[src/rtl/dmac_pkg.sv]
// Shared definitions for the dma_ctrl block-copy engine.
//   dmac_state_e : controller states (IDLE -> XFER -> DONE)
//   DMAC_ADDR_W  : default address width
//   DMAC_DATA_W  : default data width
//   DIR_EXT2INT  : wrb value for external -> internal copies
//   DIR_INT2EXT  : wrb value for internal -> external copies
`timescale 1ns/1ps
package dmac_pkg;

  typedef enum logic [1:0] {
    IDLE = 2'd0,
    XFER = 2'd1,
    DONE = 2'd2
  } dmac_state_e;

  localparam int DMAC_ADDR_W = 16;
  localparam int DMAC_DATA_W = 16;

  localparam logic DIR_EXT2INT = 1'b1;
  localparam logic DIR_INT2EXT = 1'b0;

endpackage

[src/rtl/dma_ctrl_if.sv]
// Memory-side bus of the dma_ctrl engine.
//   IOA / IOD_IN / IOD_OUT : internal memory address, read data, write data
//   EPA / EPD_IN / EPD_OUT : external memory address, read data, write data
//   wrb                    : 1 = internal memory written, external read;
//                            0 = external memory written, internal read
//   stall_int / stall_ext  : busy indications from either memory side
// Flow control: there is no valid/ready pair. The engine presents one word
// per cycle (address + write data); a word is accepted by the edge that
// ends the cycle unless stall_int | stall_ext is high at that edge, in which
// case the same word is presented again in the next cycle. Rewriting a word
// with identical data is harmless, so the destination may capture it on
// every edge.
// Modports: master = engine side, slave = memory side.
`timescale 1ns/1ps
interface dma_ctrl_if
  import dmac_pkg::*;
#(
  parameter int ADDR_W = DMAC_ADDR_W,
  parameter int DATA_W = DMAC_DATA_W
) ();

  logic [ADDR_W-1:0] IOA;
  logic [DATA_W-1:0] IOD_IN;
  logic [DATA_W-1:0] IOD_OUT;
  logic [ADDR_W-1:0] EPA;
  logic [DATA_W-1:0] EPD_IN;
  logic [DATA_W-1:0] EPD_OUT;
  logic              wrb;
  logic              stall_int;
  logic              stall_ext;

  modport master (
    output IOA, IOD_OUT, EPA, EPD_OUT, wrb,
    input  IOD_IN, EPD_IN, stall_int, stall_ext
  );

  modport slave (
    input  IOA, IOD_OUT, EPA, EPD_OUT, wrb,
    output IOD_IN, EPD_IN, stall_int, stall_ext
  );

endinterface

[src/rtl/dmac_addr_gen.sv]
// Word index counter and address generator for dma_ctrl.
//   clk, rst : clock, asynchronous active-low reset
//   en       : counting allowed (controller in XFER)
//   stall    : combined stall; freezes the index
//   clr      : restart the index at word 0 (start of a second pass)
//   last     : current index is the final word of the block
//   ioa, epa : registered INT_BASE+idx / EXT_BASE+idx, modulo 2^ADDR_W
`timescale 1ns/1ps
module dmac_addr_gen
  import dmac_pkg::*;
#(
  parameter int                ADDR_W   = DMAC_ADDR_W,
  parameter logic [ADDR_W-1:0] INT_BASE = '0,
  parameter logic [ADDR_W-1:0] EXT_BASE = '0,
  parameter int                COUNT    = 16
) (
  input  logic              clk,
  input  logic              rst,
  input  logic              en,
  input  logic              stall,
  input  logic              clr,
  output logic              last,
  output logic [ADDR_W-1:0] ioa,
  output logic [ADDR_W-1:0] epa
);

  // COUNT may be 2^ADDR_W, so the final index always fits in ADDR_W bits.
  localparam logic [ADDR_W-1:0] LAST_IDX = ADDR_W'(COUNT - 1);

  logic [ADDR_W-1:0] idx;
  logic [ADDR_W-1:0] idx_nxt;

  assign last = (idx == LAST_IDX);

  // The index parks on the last word; the controller leaves XFER on the
  // same edge, so the last word stays presented afterwards.
  always_comb begin
    idx_nxt = idx;
    if (clr) begin
      idx_nxt = '0;
    end else if (en && !stall && !last) begin
      idx_nxt = idx + ADDR_W'(1);
    end
  end

  // Addresses are registered from the next index so they always equal
  // base+idx; the adders wrap naturally at 2^ADDR_W.
  always_ff @(posedge clk or negedge rst) begin
    if (!rst) begin
      idx <= '0;
      ioa <= INT_BASE;
      epa <= EXT_BASE;
    end else begin
      idx <= idx_nxt;
      ioa <= INT_BASE + idx_nxt;
      epa <= EXT_BASE + idx_nxt;
    end
  end

endmodule

[src/rtl/dma_ctrl.sv]
// Single-channel block-copy DMA engine.
// Moves COUNT words between an internal memory (IO side) and an external
// memory (EP side), one word per unstalled cycle, starting by itself one
// cycle after reset release and stopping in DONE until the next reset.
//   clk       : clock, rising edge
//   rst       : asynchronous active-low reset
//   bus       : dma_ctrl_if.master (addresses, data, wrb, stalls)
//   dbg_state : current controller state
// Optional build macro DMAC_PINGPONG_EN: after the first pass the block is
// copied back in a second pass with wrb inverted, then DONE.
`timescale 1ns/1ps
module dma_ctrl
  import dmac_pkg::*;
#(
  parameter int                ADDR_W   = DMAC_ADDR_W,
  parameter int                DATA_W   = DMAC_DATA_W,
  parameter logic [ADDR_W-1:0] INT_BASE = '0,
  parameter logic [ADDR_W-1:0] EXT_BASE = '0,
  parameter int                COUNT    = 16,
  parameter logic              DIR      = DIR_EXT2INT
) (
  input  logic         clk,
  input  logic         rst,
  dma_ctrl_if.master   bus,
  output dmac_state_e  dbg_state
);

  dmac_state_e       state;
  logic              wrb_q;
  logic              stall;
  logic              last;
  logic              clr;
  logic [ADDR_W-1:0] ioa;
  logic [ADDR_W-1:0] epa;
  logic [DATA_W-1:0] iod_out;
  logic [DATA_W-1:0] epd_out;

  assign stall = bus.stall_int | bus.stall_ext;

`ifdef DMAC_PINGPONG_EN
  logic second_pass;
  // End of the first pass restarts the index for the copy-back pass.
  assign clr = (state == XFER) && !stall && last && !second_pass;
`else
  assign clr = 1'b0;
`endif

  dmac_addr_gen #(
    .ADDR_W   (ADDR_W),
    .INT_BASE (INT_BASE),
    .EXT_BASE (EXT_BASE),
    .COUNT    (COUNT)
  ) u_addr_gen (
    .clk   (clk),
    .rst   (rst),
    .en    (state == XFER),
    .stall (stall),
    .clr   (clr),
    .last  (last),
    .ioa   (ioa),
    .epa   (epa)
  );

  always_ff @(posedge clk or negedge rst) begin
    if (!rst) begin
      state <= IDLE;
      wrb_q <= DIR;
`ifdef DMAC_PINGPONG_EN
      second_pass <= 1'b0;
`endif
    end else begin
      case (state)
        IDLE: state <= XFER;
        XFER: begin
          if (!stall && last) begin
`ifdef DMAC_PINGPONG_EN
            if (!second_pass) begin
              second_pass <= 1'b1;
              wrb_q       <= ~wrb_q;
            end else begin
              state <= DONE;
            end
`else
            state <= DONE;
`endif
          end
        end
        DONE:    state <= DONE;
        default: state <= IDLE;
      endcase
    end
  end

  // Combinational data path: the source word flows straight to the
  // destination, the idle direction is driven to zero.
  assign iod_out = (wrb_q == DIR_EXT2INT) ? bus.EPD_IN : '0;
  assign epd_out = (wrb_q == DIR_INT2EXT) ? bus.IOD_IN : '0;

  assign bus.IOA     = ioa;
  assign bus.EPA     = epa;
  assign bus.IOD_OUT = iod_out;
  assign bus.EPD_OUT = epd_out;
  assign bus.wrb     = wrb_q;
  assign dbg_state   = state;

endmodule

[src/flat_wrapper.sv]
// flat-port wrapper written by rule: the top's interface ports become plain ports
module dma_ctrl_flat import dmac_pkg::*;
#(
  parameter int                ADDR_W   = DMAC_ADDR_W,
  parameter int                DATA_W   = DMAC_DATA_W,
  parameter logic [ADDR_W-1:0] INT_BASE = '0,
  parameter logic [ADDR_W-1:0] EXT_BASE = '0,
  parameter int                COUNT    = 16,
  parameter logic              DIR      = DIR_EXT2INT
)
  (clk, rst, dbg_state, bus_IOA, bus_IOD_OUT, bus_EPA, bus_EPD_OUT, bus_wrb, bus_IOD_IN, bus_EPD_IN, bus_stall_int, bus_stall_ext);
  dma_ctrl_if #(.ADDR_W(ADDR_W), .DATA_W(DATA_W)) bus_i ();
  input  logic clk;
  input  logic rst;
  output dmac_state_e dbg_state;
  output wire logic [$bits(bus_i.IOA)-1:0] bus_IOA;
  output wire logic [$bits(bus_i.IOD_OUT)-1:0] bus_IOD_OUT;
  output wire logic [$bits(bus_i.EPA)-1:0] bus_EPA;
  output wire logic [$bits(bus_i.EPD_OUT)-1:0] bus_EPD_OUT;
  output wire logic [$bits(bus_i.wrb)-1:0] bus_wrb;
  input wire logic [$bits(bus_i.IOD_IN)-1:0] bus_IOD_IN;
  input wire logic [$bits(bus_i.EPD_IN)-1:0] bus_EPD_IN;
  input wire logic [$bits(bus_i.stall_int)-1:0] bus_stall_int;
  input wire logic [$bits(bus_i.stall_ext)-1:0] bus_stall_ext;
  assign bus_IOA = bus_i.IOA;
  assign bus_IOD_OUT = bus_i.IOD_OUT;
  assign bus_EPA = bus_i.EPA;
  assign bus_EPD_OUT = bus_i.EPD_OUT;
  assign bus_wrb = bus_i.wrb;
  assign bus_i.IOD_IN = bus_IOD_IN;
  assign bus_i.EPD_IN = bus_EPD_IN;
  assign bus_i.stall_int = bus_stall_int;
  assign bus_i.stall_ext = bus_stall_ext;
  dma_ctrl #(.ADDR_W(ADDR_W), .DATA_W(DATA_W), .INT_BASE(INT_BASE), .EXT_BASE(EXT_BASE), .COUNT(COUNT), .DIR(DIR)) u_core (.clk(clk), .rst(rst), .bus(bus_i), .dbg_state(dbg_state));
endmodule
[config.mk]
export PLATFORM = sky130hd
export DESIGN_NAME = dma_ctrl_flat
export DESIGN_NICKNAME = d
export VERILOG_FILES = /design/src/rtl/dmac_pkg.sv /design/src/rtl/dma_ctrl_if.sv /design/src/rtl/dmac_addr_gen.sv /design/src/rtl/dma_ctrl.sv /design/src/flat_wrapper.sv
export SDC_FILE = /design/constraint.sdc
export NUM_CORES = 1
export LEC_CHECK = 0
export CAP_MARGIN = 40
export CORE_AREA = 5 5 84 55
export CTS_BUF_LIST = sky130_fd_sc_hd__clkbuf_16
export DETAILED_ROUTE_END_ITERATION = 10
export DIE_AREA = 0 0 89 60
export HOLD_SLACK_MARGIN = 0.02
export PLACE_DENSITY = 0.84
export SLEW_MARGIN = 20
export SYNTH_ARGS = -nofsm -noshare
export SYNTH_HDL_FRONTEND = slang
export SYNTH_SLANG_ARGS = --single-unit
[constraint.sdc]
create_clock -name clk -period 4.4 [get_ports clk]
set_clock_uncertainty 0.15 [all_clocks]
set_input_delay 0.44 -clock clk [delete_from_list [all_inputs] [get_ports clk]]
set_output_delay 0.44 -clock clk [all_outputs]
set_load 0.01 [all_outputs]
==> flow_metrics.env, run 1 <==
export IMPL_antennaDiodeCount=0
export IMPL_synth_area_um2=1290
export IMPL_max_cap_violations=0
export IMPL_drc_errors=0
export IMPL_crit_buf_inv=1
export IMPL_setup_slack_ps=2420
export IMPL_core_area_um2=3850
export IMPL_synth_area_per_cell_um2=10.4
export IMPL_areaGrowthSynthToFinish_pct=16.9
export IMPL_syn_instance_count=124
export IMPL_setup_violations_final=0
export IMPL_ys_warn_count=1
export IMPL_min_period_ps=1980
export IMPL_cts_resized=0
export IMPL_cts_max_level=1
export IMPL_pin_count=103
export IMPL_finalPower_uw=628
export IMPL_wl_per_cell_um=12.6
export IMPL_cp_max_fo=8
export IMPL_yosys_area_top_type="dfrtp_1"
export IMPL_clk_path_buf_depth=2
export IMPL_setup_tns_ps=0
export IMPL_nNetsFinal=173
export IMPL_via_per_inst=4.16
export IMPL_vdd_drop_max_mv=0.173
export IMPL_ys_ff_latch=18
export IMPL_final_cell_area_um2=1510
export IMPL_synth_most_common_cell="buf_4"
export IMPL_regToRegStartpoint="u_core.u_addr_gen.idx[4]"
export IMPL_clock_latency_ps=250
export IMPL_io_buffers=37
export IMPL_grt_max_degree=19
export IMPL_period_share_pct=45.0
export IMPL_cts_setup_buffers=0
export IMPL_synthArstFlopShare_pct=100
export IMPL_clkSinkCount=18
export IMPL_grt_first_pass_wirelength_um=3590
export IMPL_clk_pin_slew_ps=50
export IMPL_clock_fmax_mhz=505
export IMPL_overflow=0
export IMPL_vias=762
export IMPL_status="finished, final reports clean"
export IMPL_pre_cts_ws_ps=2270
export IMPL_fp_dieH_um=60
export IMPL_synth_area_leaders="dfrtp_1, buf_4, xnor2_1, nor4_4, xor2_1"
export IMPL_finalHoldViolCount=0
export IMPL_start_util_pct=33.6
export IMPL_first_pass_iters=2
export IMPL_cts_tree="built"
export IMPL_grt_pass1_vias=726
export IMPL_cts_hold_buf=0
export IMPL_powerDensity_nw_per_um2=415
export IMPL_drive_gt1_share_pct=6.77
export IMPL_start_kind="flop"
export IMPL_crit_type="reg2out"
export IMPL_drv_slew=0
export IMPL_worstPathRequired_ps=3810
export IMPL_cts_root_buffer_cell="clkbuf_16"
export IMPL_fin_util_pct=39.3
export IMPL_cp_end_kind="output port"
export IMPL_leakage_uw=0.000686
export IMPL_hp_class="in2async"
export IMPL_antenna_found_initial=0
export IMPL_drtIter0Drc=47
export IMPL_die_area_um2=5340
export IMPL_placed_cell_area_um2=1420
export IMPL_postRouteAntennaNets=0
export IMPL_synth_top_area_share_pct=34.8
export IMPL_synth_cell_types=20
export IMPL_die_w_um=89
export IMPL_arrival_ps=1390
export IMPL_slowest_stage="clkdlybuf4s50_1"
export IMPL_cts_buffers=3
export IMPL_synth_commonest_cells="buf_4, dfrtp_1, xnor2_1"
export IMPL_globalplace_congestion=0.800
export IMPL_synthFlopType="dfrtp_1"
export IMPL_synth_edf_count=0
export IMPL_rsz0062_at_grt="false"
export IMPL_hpwlAfterDp_um=1790
export IMPL_rows=18
export IMPL_seq_area_frac_synth_pct=34.8
export IMPL_crit_start="u_core.u_addr_gen.idx[8]"
export IMPL_max_stage_delay_ps=610
export IMPL_track_usage_pct=8.74
export IMPL_path_cells="clkdlybuf4s50_1"
export IMPL_cpLargestDelayFamily="buffers and inverters"
export IMPL_wl_um=2310
[cell families (layout without fill, tap and decap cells)]
kind of cell / Yosys count / after routing / share of synthesized area, %
buffers and inverters: 51 / 44 / 29.0
and+or+nand+nor: 32 / 32 / 18.6
DFF: 18 / 18 / 34.8
xor gates and xnor gates: 15 / 15 / 10.2
adders and majority gates: 3 / 3 / 2.90
muxes: 3 / 3 / 2.61
other: 1 / 17 / 0.290
AOI/OAI and AO/OA: 1 / 1 / 1.64
[per-layer routing]
| layer | track usage, % | vias up | routed length, um |
|---|---|---|---|
| met5 | 0 | - | 0 |
| met4 | 3.40 | 0 | 29 |
| met3 | 2.07 | 2 | 163 |
| met2 | 12.6 | 32 | 1050 |
| met1 | 12.6 | 364 | 1070 |
| li1 | - | 364 | - |
[final timing paths]
check	end	slack [ps]	cells past startpoint
max in group asynchronous	u_core.dbg_state[1]	3430	2
max reg2reg	u_core.dbg_state[0]	2500	4
min reg2reg	u_core.dbg_state[1]	370	1
min	u_core.u_addr_gen.idx[5]	290	1
min in group clk	u_core.dbg_state[1]	370	1
max	bus_EPA[8]	2420	1
[cells in the final DEF (no fill, tap or decap)]
cell type,netlist,layout
and2_1,2,2
nand4_4,1,1
mux2_1,3,3
inv_1,2,2
nor2_1,4,4
clkbuf_16,0,3
nor4_4,3,3
buf_8,0,1
nand3_1,2,2
xor2_1,6,6
dfrtp_1,18,18
and3_1,6,6
and4_1,1,1
nor3b_1,1,1
clkdlybuf4s50_1,0,37
ha_1,3,3
nand4_1,4,4
o31ai_4,1,1
xnor2_1,9,9
and4bb_1,1,1
nand2_1,7,7
conb_1,1,17
clkinv_1,0,1
[where the power goes]
part	internal [uW]	switching, uW	total [uW]
logic	127	87.2	215
registers	195	39.6	235
clock network	121	58.4	179
total	443	185	628
[stage by stage]
| stage | hold slack (ps) | instances |
|---|---|---|
| finish | 290 | 183 |
| global route | 297 | 183 |
| CTS | 369 | 182 |
| detailed placement | 358 | 178 |
| global placement | 348 | 178 |
| floorplan | -5.59 | 140 |
[state kept, by name (all words and copies together) (netlist names)]
signal                 flops
u_core.u_addr_gen.idx     16
u_core.dbg_state           2
[area by class of cell]
cell class / count / area (um2)
clock buffer: 3 / 75.1
clock inverter: 1 / 3.75
tap: 50 / 62.6
multi-input combinational: 71 / 528
sequential: 18 / 450
timing repair buffer: 38 / 385
fill: 373 / 2340
inverter: 2 / 7.51
[worst reg2reg max path, stage by stage, from the launching register on]
cell	delay (ps)
dfrtp_1	470
nor4_4	370
nand4_4	200
o31ai_4	250
mux2_1	340
(Power assumes the default switching activity.)
==> run 2: changes to the inputs <==
--- a/config.mk
+++ b/config.mk
@@ -6,12 +6,12 @@
 export NUM_CORES = 1
 export LEC_CHECK = 0
 export CAP_MARGIN = 40
-export CORE_AREA = 5 5 84 55
+export CORE_AREA = 5 5 87 57
 export CTS_BUF_LIST = sky130_fd_sc_hd__clkbuf_16
 export DETAILED_ROUTE_END_ITERATION = 10
-export DIE_AREA = 0 0 89 60
+export DIE_AREA = 0 0 92 62
 export HOLD_SLACK_MARGIN = 0.02
-export PLACE_DENSITY = 0.84
+export PLACE_DENSITY = 0.79
 export SLEW_MARGIN = 20
 export SYNTH_ARGS = -nofsm -noshare
 export SYNTH_HDL_FRONTEND = slang
==> constraint.sdc (replaced) <==
create_clock -name clk -period 2.1 [get_ports clk]
set_clock_uncertainty 0.15 [all_clocks]
set_input_delay 0.21 -clock clk [delete_from_list [all_inputs] [get_ports clk]]
set_output_delay 0.21 -clock clk [all_outputs]
set_load 0.01 [all_outputs]
==> run 2 against run 1 <==
Routed wire length is 7.4% higher. Non-clock buffer count is 4 higher. Setup slack worse by 2200 ps. Global-route usage rose by 0.28 points. Final area up 1.5%. Hold slack lost 150 ps. Clock-buffer cell count did not move. Utilization decreased by 0.98 points. First-iteration DRC count down 62%. Sequential cell count stayed put. Combinational power up 110%. Sequential power increased by 110%.
==> flow_metrics.env, run 2 (synthesis results as in run 1) <==
export IMPL_status="finished, final reports clean"
export IMPL_drv_slew=0
export IMPL_io_buffers=37
export IMPL_cts_hold_buf=0
export IMPL_hp_class="in2async"
export IMPL_setup_slack_ps=219
export IMPL_cts_resized=0
export IMPL_max_cap_violations=0
export IMPL_cts_max_level=1
export IMPL_largest_reg_flops=16
export IMPL_largest_register="u_core.u_addr_gen.idx"
export IMPL_antennaDiodeCount=0
export IMPL_reg2reg_depth=5
export IMPL_wl_per_cell_um=13.3
export IMPL_nNetsFinal=177
export IMPL_min_period_ps=1880
export IMPL_track_usage_pct=9.02
export IMPL_grt_first_pass_wirelength_um=4020
export IMPL_layout_common_cells="clkdlybuf4s50_1, dfrtp_1, conb_1"
export IMPL_clk_pin_slew_ps=50
export IMPL_setup_violations_final=0
export IMPL_areaGrowthSynthToFinish_pct=18.7
export IMPL_cp_max_fo=6
export IMPL_drc_errors=0
export IMPL_max_stage_delay_ps=440
export IMPL_postRouteAntennaNets=0
export IMPL_finalHoldViolCount=0
export IMPL_rsz0062_at_grt="false"
export IMPL_drtIter0Drc=18
export IMPL_vdd_drop_max_mv=0.461
export IMPL_rows=18
export IMPL_slowest_stage="dfrtp_1"
export IMPL_regToRegStartpoint="u_core.u_addr_gen.idx[0]"
export IMPL_setup_tns_ps=0
export IMPL_start_kind="flop"
export IMPL_vias=795
export IMPL_powerDensity_nw_per_um2=857
export IMPL_arrival_ps=1860
export IMPL_clk_path_buf_depth=2
export IMPL_r2r_end="u_core.dbg_state[0]"
export IMPL_cts_buffers=3
export IMPL_cts_tree="built"
export IMPL_path_cells="ha_1 > and3_1 > nand4_4 > o31ai_4 > mux2_1"
export IMPL_grt_pass1_vias=791
export IMPL_grt_max_degree=19
export IMPL_period_share_pct=89.6
export IMPL_leakage_uw=0.000705
export IMPL_clock_latency_ps=240
export IMPL_drive_gt1_share_pct=9.49
export IMPL_pre_cts_ws_ps=206
export IMPL_fp_dieH_um=62
export IMPL_first_pass_iters=4
export IMPL_overflow=0
export IMPL_die_w_um=92
export IMPL_cpLargestDelayFamily="flip-flops"
export IMPL_cts_setup_buffers=0
export IMPL_via_per_inst=4.25
export IMPL_crit_type="reg2reg"
export IMPL_rrSetupSlack_ps=220
export IMPL_core_area_um2=4010
export IMPL_pin_count=103
export IMPL_wl_um=2480
export IMPL_die_area_um2=5700
export IMPL_antenna_found_initial=0
export IMPL_start_util_pct=32.3
export IMPL_cp_end_kind="flop"
export IMPL_clock_fmax_mhz=532
export IMPL_clkSinkCount=18
export IMPL_worstPathRequired_ps=2080
export IMPL_globalplace_congestion=0.802
export IMPL_cts_root_buffer_cell="clkbuf_16"
export IMPL_crit_buf_inv=0
export IMPL_final_common_cell="clkdlybuf4s50_1"
## run 2: changes by cell type in the layout (fill, tap and decap cells not counted)
| cell | before | now |
|---|---|---|
| buf_4 | 0 | 5 |
| buf_8 | 1 | 0 |
## run 2: final cells by class
type,count,area (um2)
Tap cell,50,62.6
Sequential cell,18,450
Inverter,2,7.51
Clock inverter,1,3.75
Timing Repair Buffer,42,408
Clock buffer,3,75.1
Fill cell,415,2470
Multi-Input combinational cell,71,528
## run 2: per-stage QoR
stage	instances	util, %	total power [uW]	hold WS, ps	cell area (um2)
finish	187	38.3	1320	142	1540
global route	187	38.3	1400	186	1540
CTS	187	38.3	1340	150	1540
detailed placement	183	36.3	961	270	1460
global placement	183	36.3	942	270	1460
floorplan	140	-	800	-236	1350
## run 2: worst max-delay path by stage
stage	from	to	cells past startpoint
after global routing	u_core.u_addr_gen.idx[4]	u_core.dbg_state[0]	4
after CTS	u_core.u_addr_gen.idx[4]	u_core.dbg_state[1]	4
after detailed placement	u_core.u_addr_gen.idx[4]	u_core.dbg_state[1]	4
final	u_core.u_addr_gen.idx[0]	u_core.dbg_state[0]	5
after global placement	u_core.u_addr_gen.idx[4]	u_core.dbg_state[1]	4
after floorplan	u_core.u_addr_gen.idx[11]	u_core.dbg_state[0]	4
## run 2: power by group
part	switching, uW	internal, uW	total (uW)
logic	184	267	450
registers	82.1	409	491
clock network	122	253	374
## run 2: routing by layer
layer / wire [um] / track usage, %
met5: 0 / 0
met4: 0 / 0.634
met3: 164 / 3.73
met2: 1100 / 13.7
met1: 1220 / 12.6
## run 2: worst reg2reg max path, delay by kind of cell, from the launching register on
family / cells / cell delay (ps)
compound gates: 1 / 240
fa+ha+maj: 1 / 200
flops: 1 / 440
mux: 1 / 350
simple gates: 2 / 390
==> run 3: changes to the inputs <==
--- a/config.mk
+++ b/config.mk
@@ -6,12 +6,12 @@
 export NUM_CORES = 1
 export LEC_CHECK = 0
 export CAP_MARGIN = 40
-export CORE_AREA = 5 5 87 57
-export CTS_BUF_LIST = sky130_fd_sc_hd__clkbuf_16
+export CORE_AREA = 5 5 86 56
+export CTS_BUF_LIST = sky130_fd_sc_hd__clkbuf_2 sky130_fd_sc_hd__clkbuf_4 sky130_fd_sc_hd__clkbuf_8
 export DETAILED_ROUTE_END_ITERATION = 10
-export DIE_AREA = 0 0 92 62
+export DIE_AREA = 0 0 91 61
 export HOLD_SLACK_MARGIN = 0.02
-export PLACE_DENSITY = 0.79
+export PLACE_DENSITY = 0.81
 export SLEW_MARGIN = 20
 export SYNTH_ARGS = -nofsm -noshare
 export SYNTH_HDL_FRONTEND = slang
==> run 3 against run 2 <==
Via count fell by 0.50%. Non-clock buffer count decreased by 3. Hold slack lost 13 ps. Final cell count shrank 1.6%. Sequential share of layout area increased by 0.91 points. Clock power shrank 26%. Combinational power decreased by 0.9%. Critical endpoint unchanged. Register-to-register slack about the same. Largest cell class unchanged. Global-route usage decreased by 1.0 points.
==> flow_metrics.env, run 3 (synthesis results as in run 1) <==
export IMPL_status="finished, final reports clean"
export IMPL_start_kind="flop"
export IMPL_clock_latency_ps=250
export IMPL_arrival_ps=1880
export IMPL_grt_pass1_vias=703
export IMPL_cp_max_fo=6
export IMPL_via_per_inst=4.30
export IMPL_max_stage_delay_ps=470
export IMPL_clock_fmax_mhz=528
export IMPL_hp_class="in2async"
export IMPL_period_share_pct=90.1
export IMPL_globalplace_congestion=0.725
export IMPL_cts_max_level=1
export IMPL_cts_tree="built"
export IMPL_cts_hold_buf=0
export IMPL_drive_gt1_share_pct=8.21
export IMPL_max_cap_violations=0
export IMPL_power_switching_uw=371
export IMPL_rows=18
export IMPL_postRouteAntennaNets=0
export IMPL_rsz0062_at_grt="false"
export IMPL_grt_max_degree=19
export IMPL_die_area_um2=5550
export IMPL_cts_root_buffer_cell="clkbuf_8"
export IMPL_cts_buffers=3
export IMPL_overflow=0
export IMPL_drv_slew=0
export IMPL_fin_util_pct=37.8
export IMPL_grt_first_pass_wirelength_um=3510
export IMPL_path_cells="nor4_4 > nand4_4 > o31ai_4 > mux2_1"
export IMPL_io_buffers=37
export IMPL_wl_um=2300
export IMPL_setup_slack_ps=208
export IMPL_antennaDiodeCount=0
export IMPL_regToRegStartpoint="u_core.u_addr_gen.idx[4]"
export IMPL_crit_type="reg2reg"
export IMPL_drc_errors=0
export IMPL_cts_setup_buffers=0
export IMPL_powerDensity_nw_per_um2=813
export IMPL_antenna_found_initial=0
export IMPL_n_fill_cell=397
export IMPL_wl_per_cell_um=12.5
export IMPL_combPwrFrac_pct=36.9
export IMPL_reg2reg_depth=4
export IMPL_setup_violations_final=0
export IMPL_vias=791
export IMPL_cp_end_kind="flop"
export IMPL_core_area_um2=3940
export IMPL_power_frac_seq_pct=40.1
export IMPL_die_w_um=91
export IMPL_setup_tns_ps=0
export IMPL_p_sw_share_pct=30.6
export IMPL_drtIter0Drc=16
export IMPL_track_usage_pct=8.01
export IMPL_leakage_uw=0.000679
export IMPL_areaGrowthSynthToFinish_pct=15.1
export IMPL_largest_register="u_core.u_addr_gen.idx"
export IMPL_fp_dieH_um=61
export IMPL_cts_resized=0
export IMPL_holdWs_ps=130
export IMPL_vdd_drop_max_mv=0.358
export IMPL_nNetsFinal=174
export IMPL_hpwlAfterDp_um=1900
export IMPL_clkSinkCount=18
export IMPL_p_int_uw=840
export IMPL_crit_buf_inv=0
export IMPL_finalHoldViolCount=0
export IMPL_pin_count=103
export IMPL_power_share_clock_pct=23.0
export IMPL_worstPathRequired_ps=2090
export IMPL_clk_pin_slew_ps=70
export IMPL_rrSetupSlack_ps=210
export IMPL_first_pass_iters=5
export IMPL_start_util_pct=32.8
export IMPL_min_period_ps=1890
export IMPL_clk_path_buf_depth=2
export IMPL_slowest_stage="dfrtp_1"
export IMPL_pre_cts_ws_ps=192
export IMPL_layout_common_cells="clkdlybuf4s50_1, dfrtp_1, conb_1"
export IMPL_largest_reg_flops=16
export IMPL_final_common_cell="clkdlybuf4s50_1"
export IMPL_crit_cells=4
export IMPL_cpLargestDelayFamily="simple AND/OR/NAND/NOR gates"
export IMPL_r2r_end="u_core.dbg_state[0]"
## run 3: cell types whose count changed in the layout (fill, tap and decap cells not counted)
| cell | before | now |
|---|---|---|
| clkbuf_8 | 0 | 4 |
| clkinv_1 | 1 | 0 |
| buf_4 | 5 | 2 |
| clkbuf_16 | 3 | 0 |
## run 3: how the worst max path moves through the flow
stage                          endpoint  slack [ps]                 startpoint
2_1_floorplan       u_core.dbg_state[0]         320  u_core.u_addr_gen.idx[11]
3_3_place_gp   u_core.u_addr_gen.idx[1]         230              bus_stall_ext
3_5_place_dp        u_core.dbg_state[1]         190   u_core.u_addr_gen.idx[4]
6_report            u_core.dbg_state[0]         210   u_core.u_addr_gen.idx[4]
4_1_cts             u_core.dbg_state[1]         190   u_core.u_addr_gen.idx[4]
5_1_grt        u_core.u_addr_gen.idx[6]          80        u_core.dbg_state[1]
## run 3: worst register-to-register path: cells and delay by family, from the launching register on
family | cells | cell delay [ps]
simple gates | 2 | 580
mux | 1 | 340
compound gates | 1 | 240
flops | 1 | 470
## run 3: layer usage
layer	GRT usage, %	wire [um]	up-vias
li1	-	-	368
met1	9.93	943	383
met2	13.1	1130	32
met3	2.73	181	8
met4	3.14	42	0
met5	0	0	-
## run 3: metrics by stage
step	total power, uW	cells	instance area (um2)
3_5_place_dp	952	180	1430
5_1_grt	1300	184	1490
3_3_place_gp	937	180	1430
6_report	1210	184	1490
2_1_floorplan	800	140	1350
4_1_cts	1230	184	1490
## run 3: layout make-up
cell class | count | area (um2) | share of cell area, %
multi-input combinational | 71 | 528 | 35.5
timing repair buffer | 39 | 385 | 25.9
sequential | 18 | 450 | 30.3
inverter | 2 | 7.51 | 0.504
clock buffer | 4 | 55.1 | 3.70
tap | 50 | 62.6 | 4.20
## run 3: power groups by stage
stage / clock, uW / combinational [uW] / sequential (uW)
after floorplan: 0 / 291 / 508
after global placement: 0 / 442 / 496
after detailed placement: 0 / 455 / 497
after CTS: 289 / 456 / 490
after global routing: 306 / 488 / 502
final: 278 / 446 / 486
